<file path="src/rtl/rs_hs_pipeline_arbiter_if.sv">
// Requester/pipeline-head bundle for rs_hs_pipeline_arbiter.
// slave = arbiter side, master = requesters + pipeline side.
interface rs_hs_pipeline_arbiter_if #(
  parameter int DATA_WIDTH   = 32,
  parameter int NUM_REQ      = 4,
  parameter int ID_WIDTH     = $clog2(NUM_REQ),
  parameter int CREDIT_WIDTH = 5
);
  logic [NUM_REQ-1:0]            req_valid;
  logic [NUM_REQ-1:0]            req_last;
  logic [NUM_REQ*DATA_WIDTH-1:0] req_data;
  logic [NUM_REQ-1:0]            req_ready;
  logic                          pp_valid;
  logic [DATA_WIDTH+ID_WIDTH:0]  pp_data;
  logic                          pp_ready;
  logic                          credit_return;
  logic [CREDIT_WIDTH-1:0]       credits;
  logic                          credit_err;

  modport slave (
    input  req_valid,
    input  req_last,
    input  req_data,
    output req_ready,
    output pp_valid,
    output pp_data,
    input  pp_ready,
    input  credit_return,
    output credits,
    output credit_err
  );

  modport master (
    output req_valid,
    output req_last,
    output req_data,
    input  req_ready,
    input  pp_valid,
    input  pp_data,
    output pp_ready,
    output credit_return,
    input  credits,
    input  credit_err
  );
endinterface

</file>
<file path="src/rtl/rs_hs_pipeline_arbiter.sv">
// Round-robin packet-locked N:1 arbiter with credit gate feeding a
// relay-station pipeline head through one registered output stage.
// Ports: clk, reset (async, active-high), bus (slave modport:
//   req_valid/last/data/ready, pp_valid/data/ready, credit_return,
//   credits, credit_err).
// Option RS_HS_ARB_STATS_EN adds stall_cycles[31:0]: cycles with any
//   request pending while credits are zero (saturating).
module rs_hs_pipeline_arbiter #(
  parameter int DATA_WIDTH   = 32,
  parameter int NUM_REQ      = 4,
  parameter int ID_WIDTH     = $clog2(NUM_REQ),
  parameter int CREDITS      = 24,
  parameter int CREDIT_WIDTH = $clog2(CREDITS+1)
) (
  input  logic clk,
  input  logic reset,
  rs_hs_pipeline_arbiter_if.slave bus
`ifdef RS_HS_ARB_STATS_EN
  ,
  output logic [31:0] stall_cycles
`endif
);

  typedef enum logic {IDLE, LOCKED} state_t;

  localparam logic [CREDIT_WIDTH-1:0] CRED_MAX =
    CREDIT_WIDTH'(CREDITS);

  state_t                    state, state_nxt;
  logic [ID_WIDTH-1:0]       ptr, ptr_nxt;
  logic [ID_WIDTH-1:0]       gnt, gnt_nxt;
  logic [ID_WIDTH-1:0]       win_id;
  logic [ID_WIDTH-1:0]       cand;
  logic                      win_vld;
  logic                      win_last;
  logic [DATA_WIDTH-1:0]     win_data;
  logic                      acc;
  logic [NUM_REQ-1:0]        ready;
  logic                      out_vld;
  logic [DATA_WIDTH+ID_WIDTH:0] out_data;
  logic [CREDIT_WIDTH-1:0]   cred;
  logic                      cred_err;

  // IDLE: first valid requester after ptr, cyclically.
  // LOCKED: only the owner of the open packet.
  always_comb begin
    win_vld = 1'b0;
    win_id  = '0;
    cand    = '0;
    if (state == LOCKED) begin
      win_id  = gnt;
      win_vld = bus.req_valid[gnt];
    end else begin
      for (int k = 1; k <= NUM_REQ; k++) begin
        cand = ID_WIDTH'((int'(ptr) + k) % NUM_REQ);
        if (!win_vld && bus.req_valid[cand]) begin
          win_vld = 1'b1;
          win_id  = cand;
        end
      end
    end
  end

  assign win_last = bus.req_last[win_id];
  assign win_data =
    bus.req_data[int'(win_id)*DATA_WIDTH +: DATA_WIDTH];

  // No handshake while reset is held, so no beat is
  // acknowledged that the register stage will never capture.
  assign acc = !reset
            && (!out_vld || bus.pp_ready)
            && (cred != '0)
            && win_vld;

  always_comb begin
    ready = '0;
    if (acc) ready[win_id] = 1'b1;
  end

  always_comb begin
    state_nxt = state;
    ptr_nxt   = ptr;
    gnt_nxt   = gnt;
    unique case (state)
      IDLE: begin
        if (acc) begin
          if (win_last) begin
            ptr_nxt = win_id;
          end else begin
            state_nxt = LOCKED;
            gnt_nxt   = win_id;
          end
        end
      end
      LOCKED: begin
        if (acc && win_last) begin
          state_nxt = IDLE;
          ptr_nxt   = gnt;
        end
      end
      default: state_nxt = IDLE;
    endcase
  end

  always_ff @(posedge clk or posedge reset) begin
    if (reset) begin
      state    <= IDLE;
      ptr      <= ID_WIDTH'(NUM_REQ-1);
      gnt      <= '0;
      out_vld  <= 1'b0;
      out_data <= '0;
      cred     <= CRED_MAX;
      cred_err <= 1'b0;
    end else begin
      state <= state_nxt;
      ptr   <= ptr_nxt;
      gnt   <= gnt_nxt;
      if (acc) begin
        out_vld  <= 1'b1;
        out_data <= {win_id, win_last, win_data};
      end else if (bus.pp_ready) begin
        out_vld  <= 1'b0;
      end
      unique case ({acc, bus.credit_return})
        2'b10: cred <= cred - 1'b1;
        2'b01: begin
          if (cred == CRED_MAX) cred_err <= 1'b1;
          else                  cred     <= cred + 1'b1;
        end
        default: ;
      endcase
    end
  end

`ifdef RS_HS_ARB_STATS_EN
  always_ff @(posedge clk or posedge reset) begin
    if (reset) begin
      stall_cycles <= '0;
    end else if (|bus.req_valid && cred == '0
                 && stall_cycles != '1) begin
      stall_cycles <= stall_cycles + 1'b1;
    end
  end
`endif

  assign bus.req_ready  = ready;
  assign bus.pp_valid   = out_vld;
  assign bus.pp_data    = out_data;
  assign bus.credits    = cred;
  assign bus.credit_err = cred_err;

endmodule

</file>
<file path="src/flat_wrapper.sv">
// flat-port wrapper written by rule: the top's interface ports become plain ports
module rs_hs_pipeline_arbiter_flat 
#(
  parameter int DATA_WIDTH   = 32,
  parameter int NUM_REQ      = 4,
  parameter int ID_WIDTH     = $clog2(NUM_REQ),
  parameter int CREDITS      = 24,
  parameter int CREDIT_WIDTH = $clog2(CREDITS+1)
)
  (clk, reset, bus_req_valid, bus_req_last, bus_req_data, bus_req_ready, bus_pp_valid, bus_pp_data, bus_pp_ready, bus_credit_return, bus_credits, bus_credit_err);
  rs_hs_pipeline_arbiter_if #(.DATA_WIDTH(DATA_WIDTH), .NUM_REQ(NUM_REQ), .ID_WIDTH(ID_WIDTH), .CREDIT_WIDTH(CREDIT_WIDTH)) bus_i ();
  input  logic clk;
  input  logic reset;
  input wire logic [$bits(bus_i.req_valid)-1:0] bus_req_valid;
  input wire logic [$bits(bus_i.req_last)-1:0] bus_req_last;
  input wire logic [$bits(bus_i.req_data)-1:0] bus_req_data;
  output wire logic [$bits(bus_i.req_ready)-1:0] bus_req_ready;
  output wire logic [$bits(bus_i.pp_valid)-1:0] bus_pp_valid;
  output wire logic [$bits(bus_i.pp_data)-1:0] bus_pp_data;
  input wire logic [$bits(bus_i.pp_ready)-1:0] bus_pp_ready;
  input wire logic [$bits(bus_i.credit_return)-1:0] bus_credit_return;
  output wire logic [$bits(bus_i.credits)-1:0] bus_credits;
  output wire logic [$bits(bus_i.credit_err)-1:0] bus_credit_err;
  assign bus_i.req_valid = bus_req_valid;
  assign bus_i.req_last = bus_req_last;
  assign bus_i.req_data = bus_req_data;
  assign bus_req_ready = bus_i.req_ready;
  assign bus_pp_valid = bus_i.pp_valid;
  assign bus_pp_data = bus_i.pp_data;
  assign bus_i.pp_ready = bus_pp_ready;
  assign bus_i.credit_return = bus_credit_return;
  assign bus_credits = bus_i.credits;
  assign bus_credit_err = bus_i.credit_err;
  rs_hs_pipeline_arbiter #(.DATA_WIDTH(DATA_WIDTH), .NUM_REQ(NUM_REQ), .ID_WIDTH(ID_WIDTH), .CREDITS(CREDITS), .CREDIT_WIDTH(CREDIT_WIDTH)) u_core (.clk(clk), .reset(reset), .bus(bus_i));
endmodule
</file>
<file path="config.mk">
export PLATFORM = sky130hd
export DESIGN_NAME = rs_hs_pipeline_arbiter_flat
export DESIGN_NICKNAME = d
export VERILOG_FILES = /design/src/rtl/rs_hs_pipeline_arbiter_if.sv /design/src/rtl/rs_hs_pipeline_arbiter.sv /design/src/flat_wrapper.sv
export SDC_FILE = /design/constraint.sdc
export NUM_CORES = 1
export LEC_CHECK = 0
export ABC_AREA = 1
export ABC_CLOCK_PERIOD_IN_PS = 5550
export CORE_UTILIZATION = 40
export CTS_CLUSTER_SIZE = 20
export DETAILED_ROUTE_END_ITERATION = 10
export PLACE_DENSITY_LB_ADDON = 0.05
export SETUP_SLACK_MARGIN = 0.05
export SYNTH_ARGS = -nofsm -noshare
export SYNTH_HDL_FRONTEND = slang
export SYNTH_SLANG_ARGS = --single-unit
</file>
<file path="constraint.sdc">
create_clock -name clk -period 5.55 [get_ports clk]
set_clock_uncertainty 0.05 [all_clocks]
set_input_delay 0.555 -clock clk [delete_from_list [all_inputs] [get_ports clk]]
set_output_delay 0.555 -clock clk [all_outputs]
set_load 0.01 [all_outputs]
</file>
# Yosys cells after proc, flatten, opt, wreduce, memory -nomap -nowiden
# Cells that the tools add are included.
# W data, S select, Z words.
word_totals:
  input_bits: 140
  regBits: 47
  word_cells: 91
  output_inout_bits: 46
op_classes:
  n_shift: 1
  bitwise_logic: 2
  n_eq_ne: 7
  n_addsub: 6
  magnitude_cmp: 7
  mux: 40
  n_reduce_logical: 21
op_table:
  columns: ["cell", "n"]
  rows:
  - ["$shiftx A128 B8 Y32", 1]
  - ["$mux W1", 20]
  - ["$lt A2 B3 Y1 const B", 6]
  - ["$mux W2", 8]
  - ["$bmux W1 S2", 6]
  - ["$pmux W5 S2", 1]
  - ["$logic_and A1 B1 Y1", 8]
  - ["$reduce_and A3 Y1", 2]
  - ["$add A5 B1 Y5 const B", 1]
  - ["$eq A5 B5 Y1 const B", 1]
  - ["$logic_not A1 Y1", 5]
  - ["$mux W5", 1]
  - ["$reduce_bool A5 Y1", 1]
  - ["$sub A5 B1 Y5 const B", 1]
  - ["$add A2 B1 Y2 const B", 2]
  - ["$add A2 B2 Y2 const B", 2]
  - ["$mux W4", 1]
  - ["$ne A2 B1 Y1 const B", 2]
  - ["$ne A2 B2 Y1 const B", 2]
  - ["$pmux W2 S2", 1]
  - ["$reduce_and A2 Y1", 2]
  - ["$reduce_bool A2 Y1", 2]
  - ["$demux W1 S2", 1]
  - ["$eq A2 B1 Y1 const B", 1]
  - ["5 further kinds", 6]

# Logic depth before layout (Yosys ltp)
# Gate-level depths: netlist of run 1.
logic_depth:
  depth_word: 22
  ltp_mapped: 21
  depth_no_buf: 20

# Least setup slack after synthesis of run 1
# No wires, ideal clock.
synth_path:
  path_type: "input to output"
  start: "input reset"
  end: "output bus_req_ready[2]"
  slack_ns: 2.163
  required_time_ns: 4.945
  t_arrival_ns: 2.782
  path_stages: 8
  path_buffers: 1
  path_cell_list: "inv_1 > o221ai_1 > nor2_1 > nand2_1 > inv_2 > clkbuf_1 > nand2_1 > nor2_1"
synth_via:
  elab_chain_len: 5
synth_rtl:
  columns: ["item", "line_no", "rtl"]
  rows:
  - ["start: declaration", "flat_wrapper.sv:13", "input logic reset;"]
  - ["$logic_not A1 Y1", "rs_hs_pipeline_arbiter.sv:70", "assign acc = !reset"]
  - ["$logic_and A1 B1 Y1", "rs_hs_pipeline_arbiter.sv:71", "&& (!out_vld || bus.pp_ready)"]
  - ["$logic_and A1 B1 Y1", "rs_hs_pipeline_arbiter.sv:72", "&& (cred != '0)"]
  - ["$logic_and A1 B1 Y1", "rs_hs_pipeline_arbiter.sv:73", "&& win_vld;"]
  - ["$mux W4", "rs_hs_pipeline_arbiter.sv:77", "if (acc) ready[win_id] = 1'b1;"]
  - ["end: declaration", "flat_wrapper.sv:17", "output wire logic [$bits(bus_i.req_ready)-1:0] bus_req_ready;"]
# Every way passes these cells.

# Worst setup path after layout of run 1
layout_path:
  start: "input bus_req_valid[2]"
  end: "output bus_req_ready[2]"
layout_via:
  elab_chain_len: 21
  word_cells_on_any_way: 36
  cone_classes: "order compare (2); mux (26); reduce/logical (8)"
layout_rtl:
  columns: ["item", "line_no", "rtl"]
  rows:
  - ["start: declaration", "flat_wrapper.sv:14", "input wire logic [$bits(bus_i.req_valid)-1:0] bus_req_valid;"]
  - ["$bmux W1 S2", "rs_hs_pipeline_arbiter.sv:56", "if (!win_vld && bus.req_valid[cand]) begin"]
  - ["$mux W1 (implied by the code)", "rs_hs_pipeline_arbiter.sv:56", null]
  - ["$mux W1", "rs_hs_pipeline_arbiter.sv:56", null]
  - ["$mux W1", "rs_hs_pipeline_arbiter.sv:50", "if (state == LOCKED) begin"]
  - ["$logic_not A1 Y1", "rs_hs_pipeline_arbiter.sv:56", null]
  - ["$logic_and A1 B1 Y1", "rs_hs_pipeline_arbiter.sv:56", null]
  - ["$mux W1", "rs_hs_pipeline_arbiter.sv:56", null]
  - ["$mux W1", "rs_hs_pipeline_arbiter.sv:50", null]
  - ["(+5 left out)", null, null]
  - ["$logic_and A1 B1 Y1", "rs_hs_pipeline_arbiter.sv:56", null]
  - ["$mux W2", "rs_hs_pipeline_arbiter.sv:56", null]
  - ["$mux W2", "rs_hs_pipeline_arbiter.sv:50", null]
  - ["$lt A2 B3 Y1 (implied by the code) or $ge A2 B1 Y1 (tied branches)", "rs_hs_pipeline_arbiter.sv:77", null]
  - ["$logic_and A1 B1 Y1 (implied by the code)", "rs_hs_pipeline_arbiter.sv:77", null]
  - ["$mux W1 (implied by the code)", "rs_hs_pipeline_arbiter.sv:77", null]
  - ["$demux W1 S2", null, null]
  - ["$mux W4 (*)", "rs_hs_pipeline_arbiter.sv:77", null]
# Mark *: on every way between the ends. The rest lies on a longest branch, timed or not. The select of a mux whose other input is x is not followed.

==> results_dict.tcl, run 1 <==
set metrics [dict create \
    worst_pin_slew_ns 0.7190 \
    holdBufCountCts 0 \
    placed_cell_area_um2 5459 \
    maxCapViolCount 0 \
    avgSynthCellArea_um2 5.852 \
    crit_arrival_ns 3.40 \
    die_area_um2 9500 \
    ir_drop_uv 308.1 \
    core_um2 8763 \
    postRouteAntennaNets 0 \
    numCtsBuffers 5 \
    drtIter0Drc 149 \
    num_antenna_cells 0 \
    cts_tree "yes" \
    hold_path.class "register to register" \
    min_period_ns 4.007 \
    yosysSeqAreaShare_pct 32.40 \
    grt_antenna_before_repair 0 \
    reg2reg_slack_ns 1.60 \
    overflow 0 \
    die_w_um 97.47 \
    ys_warn_count 0 \
    synthMostInstantiatedCell "nand2_1" \
    hold-path-cell-count 2 \
    ys_top_cells_by_area "nand2_1 46%, dfrtp_1 30%, nand2_2 3.6%" \
    synth_largest_area_cell "nand2_1" \
    clockRootBuffer "clkbuf_8" \
    setup_tns_ns 0 \
    max_freq_mhz 249.5 \
    place.gp.congestion 0.9187 \
    grt_max_degree 73 \
    rr_worst_depth 21 \
    dominantRegCellSynth "dfrtp_1" \
    grtUsageTotal_pct 23.15 \
    stdcell_count 898 \
    wl_per_cell_um 12.43 \
    min_period_over_period_pct 72.21 \
    rsz0062_at_grt "false" \
    yosysUniqueCellTypes 31 \
    clock_latency_ns 0.29 \
    dieHeight_um 97.47 \
    vias 4210 \
    holdWs_ns 0.4284 \
    async_reset_ff_share_pct 100.0 \
    powerDensity_nw_per_um2 553.3 \
    hold_viol_final 0 \
    num_rows 34 \
    via_per_inst 4.688 \
    status "completed" \
    grt_pass1_vias 3976 \
    drv_slew 0 \
    synth_common_cells "443 x nand2_1, 43 x dfrtp_1, 21 x inv_1, 21 x nand2_2, 16 x buf_2" \
    finalPower_mw 3.076 \
    ctsHtreeMaxLevel 2 \
    setup_viol 0 \
    design_area_um2 5559 \
    start_util_pct 41.60 \
    area_growth_pct 52.47 \
    ys_seq_elements 47 \
    grt_first_pass_wirelength_mm 18.20 \
    start_kind "input pin" \
    synth_edf_count 0 \
    clock_path_buffers 2 \
    drive_above_1_share_pct 6.456 \
    dp.cells 890 \
    io_buffer_count 185 \
    syn-cell-area_um2 3646 \
    leakage_nw 2.954 \
    relSlewSlack_pct 52.07 \
    ctsResizeCount 0 \
    final_nets 933 \
    drc 0 \
    num_io_pins 186 \
    synth_top_area_share_pct 45.61 \
    clock_sinks 47 \
    wl_mm 11.16 \
    post_cts_buffers 0 \
    syn-num-nets 767 \
    path_max_fanout 41 \
    crit_required_ns 4.95 \
    fill_cells 871 \
    dp_hpwl_mm 8.404 \
    first_pass_iters 4 \
    syn_inst 623 \
    cts.clk_slew.worst_paths_ns 0.08 \
    path_class "input pin to output pin" \
    cp-end-kind "output pin" \
]
## through the flow
step,setup slack [ns],util (%)
3_5_place_dp,1.299,62.29
2_1_floorplan,2.163,-
5_1_grt,1.261,63.44
3_3_place_gp,1.550,62.29
6_report,1.543,63.44
4_1_cts,1.543,63.44
## worst max-delay path: stages
cell and delay (ns):
clkdlybuf4s50_1 0.43, inv_1 0.08, nand2_1 0.07, nand3_1 0.09, nand2_1 0.12, nor3_2 0.27
nand3_1 0.10, nand2_1 0.08, buf_4 0.39, inv_2 0.39, nand2_1 0.22, nor2_1 0.06
clkdlybuf4s50_1 0.50
## path summary, 6_finish.rpt
kind / start / to
worst max-delay path: bus_req_valid[2] / bus_req_ready[2]
max in group asynchronous: reset / u_core.bus.pp_data[9]$_DFFE_PP0P_
worst min register to register: u_core.bus.credits[4]$_DFFE_PP1P_ / u_core.bus.credits[4]$_DFFE_PP1P_
min in group asynchronous: reset / u_core.bus.pp_data[5]$_DFFE_PP0P_
worst max register to register: u_core.ptr[0]$_DFFE_PP1P_ / u_core.bus.credits[4]$_DFFE_PP1P_
worst min-delay path: u_core.bus.credits[4]$_DFFE_PP1P_ / u_core.bus.credits[4]$_DFFE_PP1P_
## flip-flops by register name, indices dropped and copies added, names as in the netlist, named ones only
register,count
u_core.bus.pp_data,35
u_core.bus.credits,5
u_core.gnt,2
u_core.ptr,2
u_core.bus.credit_err,1
u_core.bus.pp_valid,1
## power breakdown
part	internal [mW]	total (mW)	leakage, nW	switching, mW
Clock	0.114	0.222	0.0515	0.108
Combinational	0.854	2.22	2.32	1.36
Sequential	0.514	0.638	0.582	0.124
Total	1.48	3.08	2.95	1.59
## cell type report
cell class	instances	area, um2	area share, %
flip-flops and latches	47	1181	21.25
clock buffers	8	100.1	1.801
multi-input cells	519	2155	38.76
well taps	108	135.1	2.431
inverters	27	106.4	1.913
repair buffers	189	1882	33.85
## layer usage
| layer | routed length, um | share of wire (%) | track usage [%] | vias up |
|---|---|---|---|---|
| li1 | - | - | - | 2192 |
| met1 | 4699 | 42 | 27.78 | 1871 |
| met2 | 5770 | 52 | 42.66 | 135 |
| met3 | 558 | 5.0 | 3.525 | 12 |
| met4 | 131 | 1.2 | 6.222 | 0 |
| met5 | 0 | 0 | 0 | - |
## logic make-up after synthesis
kind of cell	count (synthesis)	synth area share [%]
xor+xnor	2	0.4805
buf+inv	57	8.511
simple gates	498	54.63
fa+ha+maj	4	1.579
compound gates	15	2.402
flops	47	32.40
## cell usage in the layout, fill, tap and decap left out
cell               n
nand2_1          443
clkdlybuf4s50_1  185
dfrtp_1           43
nand2_2           21
inv_1             20
nand3_1           14
nor2_1             9
o21ai_0            7
clkbuf_8           7
inv_2              6
buf_4              4
dfstp_2            4
nand2_4            3
a21oi_1            3
ha_1               3
nor3_1             2
nand4_1            2
xor2_1             2
inv_6              1
nor2_4             1
nand3_2            1
nor3_2             1
o211ai_1           1
o221ai_1           1
o21bai_1           1
o21ai_1            1
o21ai_2            1
or2_2              1
fa_1               1
clkbuf_1           1
(Power assumes the default switching activity.)
==> run 2, diff against run 1 <==
--- a/config.mk
+++ b/config.mk
@@ -6,8 +6,8 @@
 export NUM_CORES = 1
 export LEC_CHECK = 0
 export ABC_AREA = 1
-export ABC_CLOCK_PERIOD_IN_PS = 5550
-export CORE_UTILIZATION = 40
+export ABC_CLOCK_PERIOD_IN_PS = 3300
+export CORE_UTILIZATION = 37
 export CTS_CLUSTER_SIZE = 20
 export DETAILED_ROUTE_END_ITERATION = 10
 export PLACE_DENSITY_LB_ADDON = 0.05
==> constraint.sdc (replaced) <==
create_clock -name clk -period 3.3 [get_ports clk]
set_clock_uncertainty 0.05 [all_clocks]
set_input_delay 0.33 -clock clk [delete_from_list [all_inputs] [get_ports clk]]
set_output_delay 0.33 -clock clk [all_outputs]
set_load 0.01 [all_outputs]
==> results_dict.tcl, run 2 (synthesis results as in run 1) <==
set metrics [dict create \
    cp.buffers_inverters 4 \
    ir_drop_uv 543.6 \
    cp-startpoint "u_core.ptr[0]$_DFFE_PP1P_" \
    grt_max_degree 65 \
    relSlewSlack_pct 60.82 \
    grt_util_met2_pct 43.38 \
    drv_slew 0 \
    status "completed" \
    hold_path.class "register to register" \
    first_pass_iters 4 \
    via_per_inst 4.592 \
    worst_pin_slew_ns 0.5877 \
    grtUsageMet3_pct 5.107 \
    max_freq_mhz 315.1 \
    core_um2 9371 \
    dp_hpwl_mm 8.481 \
    setup_tns_ns 0 \
    grtUsageTotal_pct 23.28 \
    clock_path_buffers 2 \
    cp_slowest_cell "dfstp_2" \
    use_met1_pct 26.22 \
    final_common_cell "nand2_1" \
    path_cells "inv_6 -> nand2_1 -> nand2_1 -> nand2_1 -> nand2_2 -> nor3_4 -> nand2_1 -> nand2_1 -> inv_1 -> nand2_1 -> nand2_1 -> buf_4 -> nor3_1 -> clkdlybuf4s50_1" \
    numCtsBuffers 5 \
    setup_viol 0 \
    ctsHtreeMaxLevel 2 \
    critical_path.endpoint "bus_req_ready[0]" \
    cts.clk_slew.worst_paths_ns 0.09 \
    rr_startpoint "u_core.ptr[0]$_DFFE_PP1P_" \
    path_class "register to output pin" \
    num_antenna_cells 0 \
    die_w_um 101.3 \
    leakage_nw 3.051 \
    reg2reg_slack_ns 0.31 \
    final_cell_mix "442 x nand2_1, 184 x clkdlybuf4s50_1, 43 x dfrtp_1, 22 x nand2_2, 20 x inv_1" \
    rsz0062_at_grt "true" \
    cp-end-kind "output pin" \
    start_util_pct 38.91 \
    area_growth_pct 57.31 \
    hold_viol_final 0 \
    clock_latency_ns 0.30 \
    rr_worst_depth 20 \
    clockRootBuffer "clkbuf_8" \
    crit_required_ns 2.92 \
    final_nets 943 \
    maxCapViolCount 0 \
    crit_arrival_ns 2.79 \
    num_io_pins 186 \
    start_kind "register" \
    dieHeight_um 101.3 \
    vias 4266 \
    wl_mm 11.64 \
    postRouteAntennaNets 0 \
    drc 0 \
    largest_reg_flops 35 \
    grt_antenna_before_repair 0 \
    holdBufCountCts 0 \
    overflow 0 \
    place.gp.congestion 0.8034 \
    min_period_over_period_pct 96.18 \
    die_area_um2 10250 \
    r2r-end "u_core.bus.credits[4]$_DFFE_PP1P_" \
    cts_tree "yes" \
    drive_above_1_share_pct 8.000 \
    drtIter0Drc 82 \
    clock_sinks 47 \
    grt_first_pass_wirelength_mm 18.88 \
    grt_pass1_vias 4195 \
    critPathTopFamily "simple AND/OR/NAND/NOR gates" \
    grt.busiest_layer "met2" \
    utilization_pct 61.20 \
    cpMostUsedCell "nand2_1" \
    powerDensity_nw_per_um2 946.8 \
    min_period_ns 3.174 \
    cp.depth 14 \
    wl_per_cell_um 12.53 \
    io_buffer_count 185 \
    num_rows 35 \
    cp_slowest_stage_delay_ns 0.64 \
    path_max_fanout 13 \
]
==> run 2: cell types whose count changed in the layout (fill, tap and decap cells not counted), sizes merged <==
cell | before | now
buf | 4 | 12
clkinv | 0 | 1
bufinv | 0 | 1
dlymetal6s2s | 0 | 1
clkdlybuf4s50 | 185 | 184
==> run 2: repair_timing <==
item | in CTS | in global routing
pin swaps | 0 | 1
resized for setup | 1 | 7
gates cloned | 0 | 1
setup buffers | 0 | 4
endpoints found under the setup margin | 3 | 5
==> run 2: routing by layer <==
metal | vias to the layer above | routed length [um]
met3 | 19 | 728
met5 | - | 0
li1 | 2215 | -
met4 | 0 | 242
met1 | 1900 | 4784
met2 | 132 | 5886
==> run 2: report_power, final <==
group	total, mW	leakage [nW]	internal (mW)	switching [mW]
logic	3.92	2.41	1.57	2.35
registers	1.06	0.582	0.865	0.198
clock network	0.444	0.0612	0.245	0.199
==> run 2: worst min-delay path, cell delays in order (launching register included) <==
cell     delay (ns)
dfrtp_1        0.35
nand2_1        0.05
nand2_1        0.05
==> run 2: stage by stage <==
step,cell area (um2),setup WS [ns],hold slack [ns],instances,power [mW]
final,5736,0.1260,0.4322,929,5.431
after global routing,5736,0.004050,0.4554,929,6.084
after CTS,5657,0.05804,0.4370,924,5.397
after detailed placement,5535,0.1568,0.4137,916,4.928
after global placement,5535,0.2880,0.4100,916,4.855
after floorplan,3646,0.1491,0.3873,623,3.774
==> run 2: how the worst min path moves through the flow <==
| stage | from | end | slack, ns | depth (start not counted) |
|---|---|---|---|---|
| finish | u_core.bus.pp_data[15]$_DFFE_PP0P_ | u_core.bus.pp_data[15]$_DFFE_PP0P_ | 0.43 | 2 |
| global route | u_core.bus.pp_data[7]$_DFFE_PP0P_ | u_core.bus.pp_data[7]$_DFFE_PP0P_ | 0.46 | 2 |
| CTS | u_core.bus.pp_data[31]$_DFFE_PP0P_ | u_core.bus.pp_data[31]$_DFFE_PP0P_ | 0.44 | 2 |
| detailed placement | u_core.bus.pp_data[5]$_DFFE_PP0P_ | u_core.bus.pp_data[5]$_DFFE_PP0P_ | 0.41 | 2 |
| global placement | u_core.bus.credits[4]$_DFFE_PP1P_ | u_core.bus.credits[4]$_DFFE_PP1P_ | 0.41 | 2 |
| floorplan | bus_pp_ready | u_core.bus.pp_valid$_DFFE_PP0P_ | 0.39 | 1 |
==> run 2: area by class of cell <==
cell class | count | area [um2]
inverters | 27 | 106.4
flip-flops and latches | 47 | 1181
repair buffers | 199 | 2003
clock inverters | 2 | 35.03
clock buffers | 6 | 82.58
well taps | 129 | 161.4
multi-input cells | 519 | 2166
fillers | 900 | 3636
==> run 3, diff against run 2 <==
--- a/config.mk
+++ b/config.mk
@@ -6,12 +6,12 @@
 export NUM_CORES = 1
 export LEC_CHECK = 0
 export ABC_AREA = 1
-export ABC_CLOCK_PERIOD_IN_PS = 3300
 export CORE_UTILIZATION = 37
 export CTS_CLUSTER_SIZE = 20
 export DETAILED_ROUTE_END_ITERATION = 10
+export HOLD_SLACK_MARGIN = 0.02
 export PLACE_DENSITY_LB_ADDON = 0.05
-export SETUP_SLACK_MARGIN = 0.05
+export SETUP_SLACK_MARGIN = 0.5
 export SYNTH_ARGS = -nofsm -noshare
 export SYNTH_HDL_FRONTEND = slang
 export SYNTH_SLANG_ARGS = --single-unit
==> results_dict.tcl, run 3 (synthesis results as in run 1) <==
set metrics [dict create \
    hold_viol_final 0 \
    vias 4293 \
    dieHeight_um 101.3 \
    grt_max_degree 48 \
    final_cell_mix "430 x nand2_1, 181 x clkdlybuf4s50_1, 43 x dfrtp_1, 31 x nand2_2, 19 x inv_1" \
    numCtsBuffers 5 \
    pre_cts_ws_ns 0.1688 \
    fill_cells 899 \
    rsz0062_at_grt "true" \
    p_comb_share_pct 73.6 \
    switching_share_pct 50.84 \
    io_buffer_count 185 \
    dp_hpwl_mm 8.490 \
    grt_first_pass_wirelength_mm 18.57 \
    design_area_um2 5904 \
    ctsHtreeMaxLevel 2 \
    grt_pass1_vias 4108 \
    placed_cell_area_um2 5527 \
    path_class "register to register" \
    start_kind "register" \
    grtUsageTotal_pct 22.90 \
    drv_slew 0 \
    hold_path.class "register to register" \
    first_pass_iters 5 \
    cts.clk_slew.worst_paths_ns 0.09 \
    utilization_pct 63.00 \
    core_um2 9371 \
    postRouteAntennaNets 0 \
    num_io_pins 186 \
    clock_path_buffers 2 \
    die_area_um2 10250 \
    clock_latency_ns 0.30 \
    grt_antenna_before_repair 0 \
    power.internal_mw 2.779 \
    relSlewSlack_pct 59.99 \
    num_antenna_cells 0 \
    worst_pin_slew_ns 0.6002 \
    via_per_inst 4.572 \
    max_freq_mhz 348.7 \
    cts_tree "yes" \
    final_nets 953 \
    powerDensity_nw_per_um2 957.3 \
    clockRootBuffer "clkbuf_8" \
    pwr-share-seq_pct 18.9 \
    worst_slack_ns 0.4326 \
    setup_viol 0 \
    status "completed" \
    cp-end-kind "register" \
    start_util_pct 38.91 \
    area_growth_pct 61.94 \
    die_w_um 101.3 \
    num_rows 35 \
    min_period_ns 2.867 \
    crit_arrival_ns 3.06 \
    clock_sinks 47 \
    final_common_cell "nand2_1" \
    place.gp.congestion 0.8179 \
    ir_drop_uv 624.0 \
    path_max_fanout 7 \
    crit_required_ns 3.49 \
    netSwitchingPower_mw 2.874 \
    min_period_over_period_pct 86.89 \
    holdBufCountCts 0 \
    clkPwrFrac_pct 7.5 \
    largest_reg_flops 35 \
    overflow 0 \
    drc 0 \
    wl_per_cell_um 12.80 \
    wl_mm 12.02 \
    maxCapViolCount 0 \
    drive_above_1_share_pct 12.22 \
    drtIter0Drc 152 \
    leakage_nw 3.098 \
    setup_tns_ns 0 \
]
==> run 3: final timing paths <==
path	start	to	slack (ns)	cells after the start
setup / recovery	u_core.ptr[0]$_DFFE_PP1P_	u_core.bus.credits[4]$_DFFE_PP1P_	0.43	21
setup reg to reg	u_core.ptr[0]$_DFFE_PP1P_	u_core.bus.credits[4]$_DFFE_PP1P_	0.43	21
hold / removal	u_core.bus.pp_data[11]$_DFFE_PP0P_	u_core.bus.pp_data[11]$_DFFE_PP0P_	0.43	2
max in group asynchronous	reset	u_core.bus.pp_data[11]$_DFFE_PP0P_	2.25	3
min in group asynchronous	reset	u_core.bus.pp_data[5]$_DFFE_PP0P_	0.53	3
hold reg to reg	u_core.bus.pp_data[11]$_DFFE_PP0P_	u_core.bus.pp_data[11]$_DFFE_PP0P_	0.43	2
==> run 3: metal layers <==
layer | vias up | share of wire (%) | track usage [%]
met5 | - | 0 | 0
met4 | 0 | 1.3 | 6.689
met3 | 14 | 5.3 | 4.693
met2 | 119 | 52 | 42.18
met1 | 1921 | 41 | 26.71
li1 | 2239 | - | -
==> run 3: area by class of cell <==
type                    count  area, um2  share of cell area (%)
inverters                  27      117.6                   1.992
clock buffers               6      72.57                   1.229
flip-flops and latches     47       1181                   20.00
repair buffers            209       2074                   35.13
clock inverters             2      37.54                  0.6357
well taps                 129      161.4                   2.734
multi-input cells         519       2260                   38.27
==> run 3: what timing repair did <==
| item | 4_1_cts | 5_1_grt |
|---|---|---|
| gates resized for setup | 16 | 37 |
| setup endpoints to repair | 7 | 23 |
| cloned | 0 | 2 |
| pin swaps | 5 | 14 |
| buffers inserted | 6 | 7 |
==> run 3: worst max-delay path, stage by stage, from the launching register on <==
cell     delay, ns
dfstp_2       0.58
buf_6         0.12
inv_6         0.04
nand2_2       0.06
nand2_2       0.06
nand2_2       0.11
nand2_4       0.08
nor3_4        0.21
nand3_2       0.09
nand2_2       0.10
inv_4         0.06
nor2_4        0.13
inv_4         0.06
fa_2          0.37
nand2_2       0.10
nand2_2       0.06
a21oi_2       0.16
nand3_1       0.11
o21ai_2       0.10
inv_1         0.05
nand2_1       0.05
nand2_1       0.05
==> run 3: metrics by stage <==
step	cells	total power [mW]	hold slack [ns]
after global routing	939	6.251	0.4560
after global placement	916	4.822	0.4113
final	939	5.652	0.4340
after floorplan	623	3.774	0.3058
after detailed placement	916	4.883	0.4139
after CTS	930	5.406	0.4304
==> run 3: power by group through the flow <==
stage               Clock, mW  Combinational (mW)  Sequential, mW
CTS                     0.436                3.91            1.06
floorplan                   0                2.64            1.13
finish                  0.426                4.16            1.07
global route            0.459                4.69            1.11
detailed placement          0                3.81            1.08
global placement            0                3.75            1.07
